===== config.mk =====
export PLATFORM = sky130hd
export DESIGN_NAME = booth_acc_stage
export DESIGN_NICKNAME = d
export VERILOG_FILES = /design/src/rtl/booth_pkg.sv /design/src/rtl/booth_sat_add.sv /design/src/rtl/booth_acc_stage.sv
export SDC_FILE = /design/constraint.sdc
export NUM_CORES = 1
export LEC_CHECK = 0
export ABC_AREA = 1
export BUFFER_PORTS_ARGS = -buffer_cell sky130_fd_sc_hd__buf_2
export CORE_ASPECT_RATIO = 2
export CORE_MARGIN = 3
export CORE_UTILIZATION = 53
export CTS_CLUSTER_DIAMETER = 200
export DETAILED_ROUTE_END_ITERATION = 16
export GPL_TIMING_DRIVEN = 0
export MAX_ROUTING_LAYER = met4
export PLACE_DENSITY = 0.74
export SLEW_MARGIN = 20
export SYNTH_ARGS = -nofsm -noshare
export SYNTH_HDL_FRONTEND = slang
export SYNTH_SLANG_ARGS = --single-unit

===== constraint.sdc =====
create_clock -name i_clk -period 2.9 [get_ports i_clk]
set_input_delay 0.29 -clock i_clk [delete_from_list [all_inputs] [get_ports i_clk]]
set_output_delay 0.29 -clock i_clk [all_outputs]
set_load 0.01 [all_outputs]

===== src/rtl/booth_pkg.sv =====
// Shared types and helpers for the Booth multiplier datapath and its
// downstream frame accumulator.
package booth_pkg;

    typedef enum logic [1:0] {
        IDLE  = 2'd0,
        ACCUM = 2'd1,
        OUT   = 2'd2
    } state_t;

    localparam int DEF_PROD_W = 9;
    localparam int DEF_ACC_W  = 16;

    // Widest accumulator (plus guard bit) the saturate helper can handle.
    localparam int SAT_MAX_W = 64;

    typedef logic [SAT_MAX_W-1:0] sat_word_t;

    typedef struct packed {
        logic      ovf;
        sat_word_t value;
    } sat_result_t;

    // sum carries an (acc_w+1)-bit two's-complement value, sign-extended.
    // Overflow shows up as a disagreement between the guard bit and the
    // acc_w-bit sign bit; the clamp direction follows the guard bit.
    function automatic sat_result_t saturate(input sat_word_t  sum,
                                             input logic [5:0] acc_w);
        sat_result_t res;
        sat_word_t   max_pos;
        max_pos = (SAT_MAX_W'(1) << (acc_w - 6'd1)) - SAT_MAX_W'(1);
        res.ovf = sum[acc_w] ^ sum[acc_w - 6'd1];
        if (!res.ovf) begin
            res.value = sum;
        end else if (sum[acc_w]) begin
            res.value = ~max_pos;
        end else begin
            res.value = max_pos;
        end
        return res;
    endfunction

endpackage


===== src/rtl/booth_sat_add.sv =====
// Combinational sign-extend, add and optional saturate of one product into
// the running accumulator value.
module booth_sat_add
    import booth_pkg::*;
#(
    parameter int PROD_W = DEF_PROD_W,
    parameter int ACC_W  = DEF_ACC_W,
    parameter int SAT_EN = 1
) (
    input  logic [ACC_W-1:0]  acc,
    input  logic [PROD_W-1:0] prod,
    output logic [ACC_W-1:0]  sum,
    output logic              sat
);

    logic [ACC_W:0] raw;

    // One guard bit above ACC_W is enough: the sum of two ACC_W-range values
    // always fits in ACC_W+1 bits.
    assign raw = {acc[ACC_W-1], acc} + {{(ACC_W+1-PROD_W){prod[PROD_W-1]}}, prod};

    generate
        if (SAT_EN != 0) begin : g_sat
            sat_result_t res;
            logic        unused_hi;
            assign res       = saturate(sat_word_t'($signed(raw)), 6'(ACC_W));
            assign sum       = res.value[ACC_W-1:0];
            assign sat       = res.ovf;
            assign unused_hi = ^res.value[SAT_MAX_W-1:ACC_W];
        end else begin : g_wrap
            logic unused_msb;
            assign sum        = raw[ACC_W-1:0];
            assign sat        = 1'b0;
            assign unused_msb = raw[ACC_W];
        end
    endgenerate

endmodule


===== src/rtl/booth_acc_stage.sv =====
// Frame accumulator behind the Booth multiplier: sums FRAME_LEN signed
// products and hands each frame total downstream over valid/ready.
module booth_acc_stage
    import booth_pkg::*;
#(
    parameter int PROD_W    = DEF_PROD_W,
    parameter int ACC_W     = DEF_ACC_W,
    parameter int FRAME_LEN = 4,
    parameter int SAT_EN    = 1,
    localparam int CNT_W    = $clog2(FRAME_LEN + 1)
) (
    input  logic              i_clk,
    input  logic              i_rst,
    input  logic              i_prod_valid,
    input  logic [PROD_W-1:0] i_prod,
    output logic              o_prod_ready,
    input  logic              i_clear,
    output logic              o_acc_valid,
    output logic [ACC_W-1:0]  o_acc,
    input  logic              i_acc_ready,
    output logic              o_sat_flag,
    output logic [CNT_W-1:0]  o_count
);

    state_t             state_reg;
    state_t             state_next;
    logic [ACC_W-1:0]   acc_reg;
    logic [ACC_W-1:0]   result_reg;
    logic [CNT_W-1:0]   count_reg;
    logic               sat_reg;

    logic [ACC_W-1:0]   add_sum;
    logic               add_sat;
    logic               accept;
    logic               last_prod;
    logic               out_hs;

    booth_sat_add #(
        .PROD_W (PROD_W),
        .ACC_W  (ACC_W),
        .SAT_EN (SAT_EN)
    ) u_sat_add (
        .acc  (acc_reg),
        .prod (i_prod),
        .sum  (add_sum),
        .sat  (add_sat)
    );

    // Ready is held low while reset is asserted so every output reads 0.
    assign o_prod_ready = (state_reg != OUT) && !i_rst;
    assign accept       = i_prod_valid && o_prod_ready && !i_clear;
    assign last_prod    = (count_reg == CNT_W'(FRAME_LEN - 1));
    assign out_hs       = (state_reg == OUT) && i_acc_ready;

    assign o_acc_valid  = (state_reg == OUT);
    assign o_acc        = result_reg;
    assign o_sat_flag   = sat_reg;
    assign o_count      = count_reg;

    always_comb begin
        state_next = state_reg;
        if (i_clear) begin
            state_next = IDLE;
        end else begin
            case (state_reg)
                IDLE: begin
                    if (accept) begin
                        state_next = last_prod ? OUT : ACCUM;
                    end
                end
                ACCUM: begin
                    if (accept && last_prod) begin
                        state_next = OUT;
                    end
                end
                OUT: begin
                    if (i_acc_ready) begin
                        state_next = IDLE;
                    end
                end
                default: state_next = IDLE;
            endcase
        end
    end

    always_ff @(posedge i_clk or posedge i_rst) begin
        if (i_rst) begin
            state_reg <= IDLE;
        end else begin
            state_reg <= state_next;
        end
    end

    // accept and out_hs never coincide: ready is low in OUT.
    always_ff @(posedge i_clk or posedge i_rst) begin
        if (i_rst) begin
            acc_reg    <= '0;
            result_reg <= '0;
            count_reg  <= '0;
            sat_reg    <= 1'b0;
        end else if (i_clear || out_hs) begin
            acc_reg   <= '0;
            count_reg <= '0;
            sat_reg   <= 1'b0;
        end else if (accept) begin
            acc_reg   <= add_sum;
            count_reg <= count_reg + CNT_W'(1);
            sat_reg   <= sat_reg | add_sat;
            if (last_prod) begin
                result_reg <= add_sum;
            end
        end
    end

endmodule


==> summary.txt, run 1 <==
Layout
  • Most frequent cells in the layout: nand2_1 (179), buf_2 (39), dfrtp_1 (38)
  • Commonest non-fill, non-tap cell in the layout: nand2_1
  • Core Util, Final: 63.39%
  • Fin nets: 444
  • Layout area overhead: 13.37%
  • Fin cells: 466
  • Layout cells sized above 1: 19.22%
  • Final Cell Area: 2970 sq um
  • ANT cells: 0

Synth
  • Yosys top cell by area: dfrtp_1
  • Yosys Warn Count: 0
  • Adder-Cell Fraction of Synth Area: 9.360%
  • Synth Cell Area: 2620 sq um
  • Mean Syn Cell Area: 7.120 sq um
  • Synth Area in Compound Gates: 6.256%
  • Fraction of registers with async set/reset: 100.0%
  • Top post-synthesis cells by area: dfrtp_1 (36%), nand2_1 (26%), ha_1 (8.6%), inv_1 (4.7%), nand2_2 (3.1%)
  • Largest family of logic cells by synthesized area: simple AND/OR/NAND/NOR gates
  • Top cell type's share of synthesized area: 36.29%
  • Sequential fraction of the synthesis area: 36.29%
  • Post-Synthesis Net Count: 401
  • Main synth FF type: dfrtp_1
  • XOR/XNOR Fraction of Synth Area: 3.009%
  • Fraction of synthesized area in multiplexers: 0%
  • Synth cell types: 32
  • Cells after synthesis: 368
  • Post-synth EDFFs: 0
  • Post-synthesis simple-gate area fraction: 38.01%
  • Flops & latches, synth: 38

Clock network
  • CTS Hold Bufs: 0
  • Clk sinks: 38
  • CTS tree: built
  • Clock transition at the registers of the reported paths: 80 ps
  • Worst skew pair latency: 290 ps
  • Clock buffer depth: 2
  • CTS Buf Count: 5
  • Postcts setup bufs: 0
  • H-tree Lvls: 2
  • Post-CTS sizing: 0
  • Root buf cell: clkbuf_8

Placement
  • Post-DP Area: 2892 sq um
  • RePlAce Congestion: 0.8295
  • Post-DP HPWL: 4.867 mm
  • Post-Place Cells: 459
  • Worst slack, placed: 513.9 ps
  • PortBufs: 35

Detailed routing
  • DRT Wirelength: 5.949 mm
  • First drt pass iteration count: 4
  • DR DRC count: 0
  • Total number of vias: 2367
  • Initial drt markers: 74
  • WL per Instance: 12.77 um
  • Via density: 5.079
  • Post-route antenna net violation count: 0

Timing
  • Min Tclk post-route: 2364 ps
  • Setup total negative slack: 0 ps
  • Slew @ Worst Pin: 490.6 ps
  • RSZ-0062 raised after global routing: false
  • Final Max Tran Viols: 0
  • Max_slew headroom: 67.26%
  • Hold WS: 6.268 ps
  • Worst setup slack after layout: 535.9 ps
  • Final Cycle Share: 81.52%
  • Clk_skew: 9.419 ps
  • Final Hold Viols: 0
  • F_max: 0.4230 GHz
  • Final setup vio count: 0

Power and ir drop
  • Cell leakage power: 1.845 nW
  • Worst IR drop on VDD: 0.5278 mV
  • Tot Pwr: 1.507 mW
  • Pwr per Cell Area: 507.2 nW/um^2

Floorplanning
  • Die area: 5874 sq um
  • Initial Util: 55.91%
  • Die width: 55.72 um
  • Die Height: 105.4 um
  • Site Rows: 35
  • Core area: 4686 sq um
  • Top Ports: 36

Min path
  • Worst hold path type: in2async

Worst setup path
  • CP endpoint kind: flop
  • Critical Path AT: 2540 ps
  • Worst path required time: 3070 ps
  • Maximum fanout along the worst path: 10
  • CP max-delay cell: fa_1
  • CP max stage delay: 380 ps
  • CP Cell Sequence: ha_1 > inv_1 > fa_1 > inv_1 > nand2_1 > nand2_1 > nand3_1 > nand2_1 > nand2_2 > nand2_2 > nand2_2 > nand2_2 > nand2_4 > buf_8 > nand2_2 > nand2_1 > nand2_1 > nand2_1
  • Most frequent CP cell: nand2_1
  • CP startpoint kind: flop
  • CP Class: reg2reg

Global routing
  • Largest net degree at the start of global routing: 22
  • Overflow after GRT: 0
  • Total Routing Usage GR: 23.07%
  • First-pass GRT wire length: 10.64 mm
  • Initial antenna violation count: 0
  • Vias in the first global route: 2543

Flow run
  • Max-cap violation count: 0

Status
  • Run status: finished, final reports clean
[worst paths after layout]
path                       cells past startpoint                  endpoint  slack [ps]                    from
max reg2reg                                   18      o_acc[7]$_DFFE_PP0P_         540  acc_reg[0]$_DFFE_PP0P_
max in group asynchronous                      3      o_acc[1]$_DFFE_PP0P_        2450                   i_rst
min                                            2     o_acc[10]$_DFFE_PP0P_           6                   i_rst
min reg2reg                                    2      o_acc[1]$_DFFE_PP0P_         480    o_acc[1]$_DFFE_PP0P_
min in group i_clk                             2  state_reg[1]$_DFFE_PP0P_         210                 i_clear
max                                           18      o_acc[7]$_DFFE_PP0P_         540  acc_reg[0]$_DFFE_PP0P_
[cell families after synthesis]
family | Yosys count
buffers and inverters | 44
XOR/XNOR | 9
AND/OR/NAND/NOR | 231
flip-flops | 38
AO/OA/AOI/OAI | 27
adder cells (fa/ha/maj) | 19
[critical path, delay by kind of cell (launching register included)]
family	cells	cell delay (ps)
buf+inv	3	280
flops	1	360
simple gates	13	1050
fa+ha+maj	2	570
[metal layers]
metal | vias to the layer above | wire length [um] | part of all wire [%] | track usage [%]
li1 | 1230 | - | - | -
met1 | 1085 | 2351 | 40 | 23.72
met2 | 39 | 3272 | 55 | 42.88
met3 | 13 | 134 | 2.3 | 2.328
met4 | 0 | 191 | 3.2 | 10.43
met5 | - | 0 | 0 | -
[cell type report]
type	count	area (sq um)
Multi-Input combinational cell	286	1484
Tap cell	55	68.82
Clock inverter	2	10.01
Sequential cell	38	950.9
Fill cell	459	1715
Inverter	38	142.6
Clock buffer	5	68.82
Timing Repair Buffer	36	202.7
Buffer	6	42.54
[power breakdown]
| group | switching, mW | internal [mW] | total [mW] | leakage (nW) |
|---|---|---|---|---|
| combinational | 0.355 | 0.208 | 0.564 | 1.28 |
| sequential | 0.0295 | 0.574 | 0.603 | 0.517 |
| clock | 0.178 | 0.161 | 0.340 | 0.0438 |
| total | 0.563 | 0.944 | 1.51 | 1.84 |
[cells in the mapped netlist (2+ instances only)]
library cell	instances
nand2_1	179
dfrtp_1	38
inv_1	33
ha_1	18
nand3_1	15
a21oi_1	13
nand2_2	13
nor2_1	10
xor2_1	6
inv_2	5
o21ai_0	5
buf_2	4
nor2_2	3
o21bai_1	3
xnor2_1	3
a21oi_2	2
nand3b_1	2
nor3_1	2
No activity file was read; power rests on OpenSTA's default activity.
==> run 2: changes to the inputs <==
ABC_AREA = 0   (was 1)
PLACE_DENSITY = 0.75   (was 0.74)
clock period = 2.4 ns   (was 2.9 ns; I/O delays follow)
==> summary.txt, run 2 <==
Clock network
  • Clock buffer depth: 2
  • Clock transition at the registers of the reported paths: 80 ps
  • CTS tree: built
  • H-tree Lvls: 2
  • Clk sinks: 38
  • Worst skew pair latency: 310 ps
  • Root buf cell: clkbuf_8
  • CTS Hold Bufs: 0
  • CTS Buf Count: 5

Placement
  • Post-Place Cells: 353
  • PortBufs: 35
  • RePlAce Congestion: 0.9220
  • Post-DP HPWL: 4.828 mm

Timing
  • Final Hold Viols: 19
  • Hold WS: -18.93 ps
  • Final Max Tran Viols: 0
  • Final Cycle Share: 103.8%
  • F_max: 0.4014 GHz
  • Min Tclk post-route: 2492 ps
  • Setup total negative slack: -1741 ps
  • Clk_skew: 6.391 ps
  • Worst setup slack after layout: -91.59 ps
  • RSZ-0062 raised after global routing: true
  • Slew @ Worst Pin: 895.7 ps
  • Final setup vio count: 29
  • Max_slew headroom: 39.96%

Synth
  • Post-synth top cells: a21oi_1 (38), dfrtp_1 (38), nor2_1 (24), nand2_1 (19), ha_1 (18)
  • Flops & latches, synth: 38
  • Post-synth EDFFs: 0
  • Top post-synthesis cells by area: dfrtp_1 (38%), ha_1 (9.0%), a21oi_1 (7.6%), a21oi_2 (5.6%), nor2_1 (3.6%)
  • Top cell type's share of synthesized area: 38.08%
  • Main synth FF type: dfrtp_1
  • Synth cell types: 52
  • Cells after synthesis: 264
  • Fraction of registers with async set/reset: 100.0%
  • Synth Cell Area: 2497 sq um
  • Post-Synthesis Net Count: 297
  • Mean Syn Cell Area: 9.460 sq um
  • Sequential fraction of the synthesis area: 38.08%
  • Yosys top cell by area: dfrtp_1
  • Yosys Warn Count: 0

Min path
  • Worst hold path type: in2async

Status
  • Run status: complete, but fails checks
  • Failing checks: negative hold slack, negative setup slack

Floorplanning
  • Top Ports: 36
  • Site Rows: 34
  • Die Height: 103.1 um
  • Die width: 54.54 um
  • Die area: 5622 sq um
  • Core area: 4467 sq um
  • Initial Util: 55.91%

Detailed routing
  • First drt pass iteration count: 4
  • WL per Instance: 19.93 um
  • DR DRC count: 0
  • Initial drt markers: 84
  • Via density: 6.134
  • Total number of vias: 2343
  • DRT Wirelength: 7.613 mm
  • Post-route antenna net violation count: 0

Power and ir drop
  • Cell leakage power: 1.556 nW
  • Pwr per Cell Area: 627.9 nW/um^2
  • Worst IR drop on VDD: 0.8592 mV

Global routing
  • Largest net degree at the start of global routing: 40
  • Vias in the first global route: 2372
  • Overflow after GRT: 0
  • Total Routing Usage GR: 29.66%
  • Initial antenna violation count: 0
  • First-pass GRT wire length: 11.40 mm

Layout
  • Multi-input logic area: 1764 sq um
  • Most frequent cells in the layout: dfrtp_1 (38), buf_2 (37), a21oi_1 (29)
  • Layout area overhead: 36.27%
  • Fillcell total: 310
  • Core Util, Final: 76.19%
  • Commonest non-fill, non-tap cell in the layout: dfrtp_1
  • ANT cells: 0
  • Fin nets: 361
  • Layout cells sized above 1: 43.29%
  • FF+latch area: 950.9 sq um
  • Fin cells: 382

Worst setup path
  • Worst path required time: 2590 ps
  • FF-to-FF setup slack: -90 ps
  • CP startpoint kind: flop
  • CP endpoint kind: flop
  • Critical Path AT: 2680 ps
  • CP Class: reg2reg
  • Maximum fanout along the worst path: 6

Flow run
  • Max-cap violation count: 0
[run 2: logic make-up (layout without fill, tap and decap cells)]
group	count (synthesis)	count (layout)	synth area share, %
AO/OA/AOI/OAI	108	108	30.31
AND/OR/NAND/NOR	72	72	13.68
flip-flops	38	38	38.08
adder cells (fa/ha/maj)	19	19	9.820
buffers and inverters	16	80	3.407
XOR/XNOR	8	8	3.106
multiplexers	3	3	1.603
[run 2: worst paths after layout]
| path | startpoint | to | cells after the start |
|---|---|---|---|
| max in group asynchronous | i_rst | o_acc[7]$_DFFE_PP0P_ | 2 |
| worst max-delay path | acc_reg[10]$_DFFE_PP0P_ | o_acc[13]$_DFFE_PP0P_ | 10 |
| min in group i_clk | i_clear | state_reg[1]$_DFFE_PP0P_ | 2 |
| worst min-delay path | i_rst | acc_reg[6]$_DFFE_PP0P_ | 2 |
| worst max register to register | acc_reg[10]$_DFFE_PP0P_ | o_acc[13]$_DFFE_PP0P_ | 10 |
| worst min register to register | state_reg[1]$_DFFE_PP0P_ | state_reg[0]$_DFFE_PP0P_ | 1 |
[run 2: per-stage QoR]
| stage | area [sq um] | setup slack, ps | power, mW |
|---|---|---|---|
| floorplan | 2501 | 59.98 | 1.151 |
| global placement | 2744 | -374.6 | 1.307 |
| detailed placement | 2744 | -369.0 | 1.318 |
| CTS | 3232 | -43.75 | 2.020 |
| global route | 3403 | -158.2 | 2.226 |
| finish | 3403 | -91.59 | 2.137 |
[run 2: worst max-delay path: stages, from the launching register on]
cell,delay [ps]
dfrtp_1,450
ha_4,300
a21oi_4,140
o21ai_2,90
a311oi_2,370
o21ai_4,140
buf_4,180
xnor2_4,250
buf_4,160
a2bb2oi_2,190
a21oi_1,90
[run 2: final cells by class]
| class | instances | area share, % |
|---|---|---|
| inverters | 9 | 1.103 |
| multi-input cells | 210 | 51.84 |
| well taps | 54 | 1.985 |
| clock buffers | 6 | 2.426 |
| flip-flops and latches | 38 | 27.94 |
| clock inverters | 1 | 0.8824 |
| plain buffers | 7 | 1.985 |
| repair inverters | 1 | 0.1471 |
| repair buffers | 56 | 11.69 |
[run 2: per-layer routing]
metal	global-route usage, %	part of all wire (%)
met1	27.98	35
met2	49.77	54
met3	5.933	3.9
met5	-	0
met4	22.84	7.6
[run 2: timing repair]
item / CTS / global route
setup buffers: 13 / 6
setup endpoints to repair: 32 / 33
cloned: 1 / 2
gates resized for setup: 41 / 23
pin swaps: 22 / 18
[run 2: power breakdown]
| group | switching [mW] | internal [mW] | total [mW] |
|---|---|---|---|
| sequential | 0.0419 | 0.688 | 0.730 |
| combinational | 0.468 | 0.363 | 0.831 |
| clock | 0.243 | 0.333 | 0.576 |
| total | 0.753 | 1.38 | 2.14 |
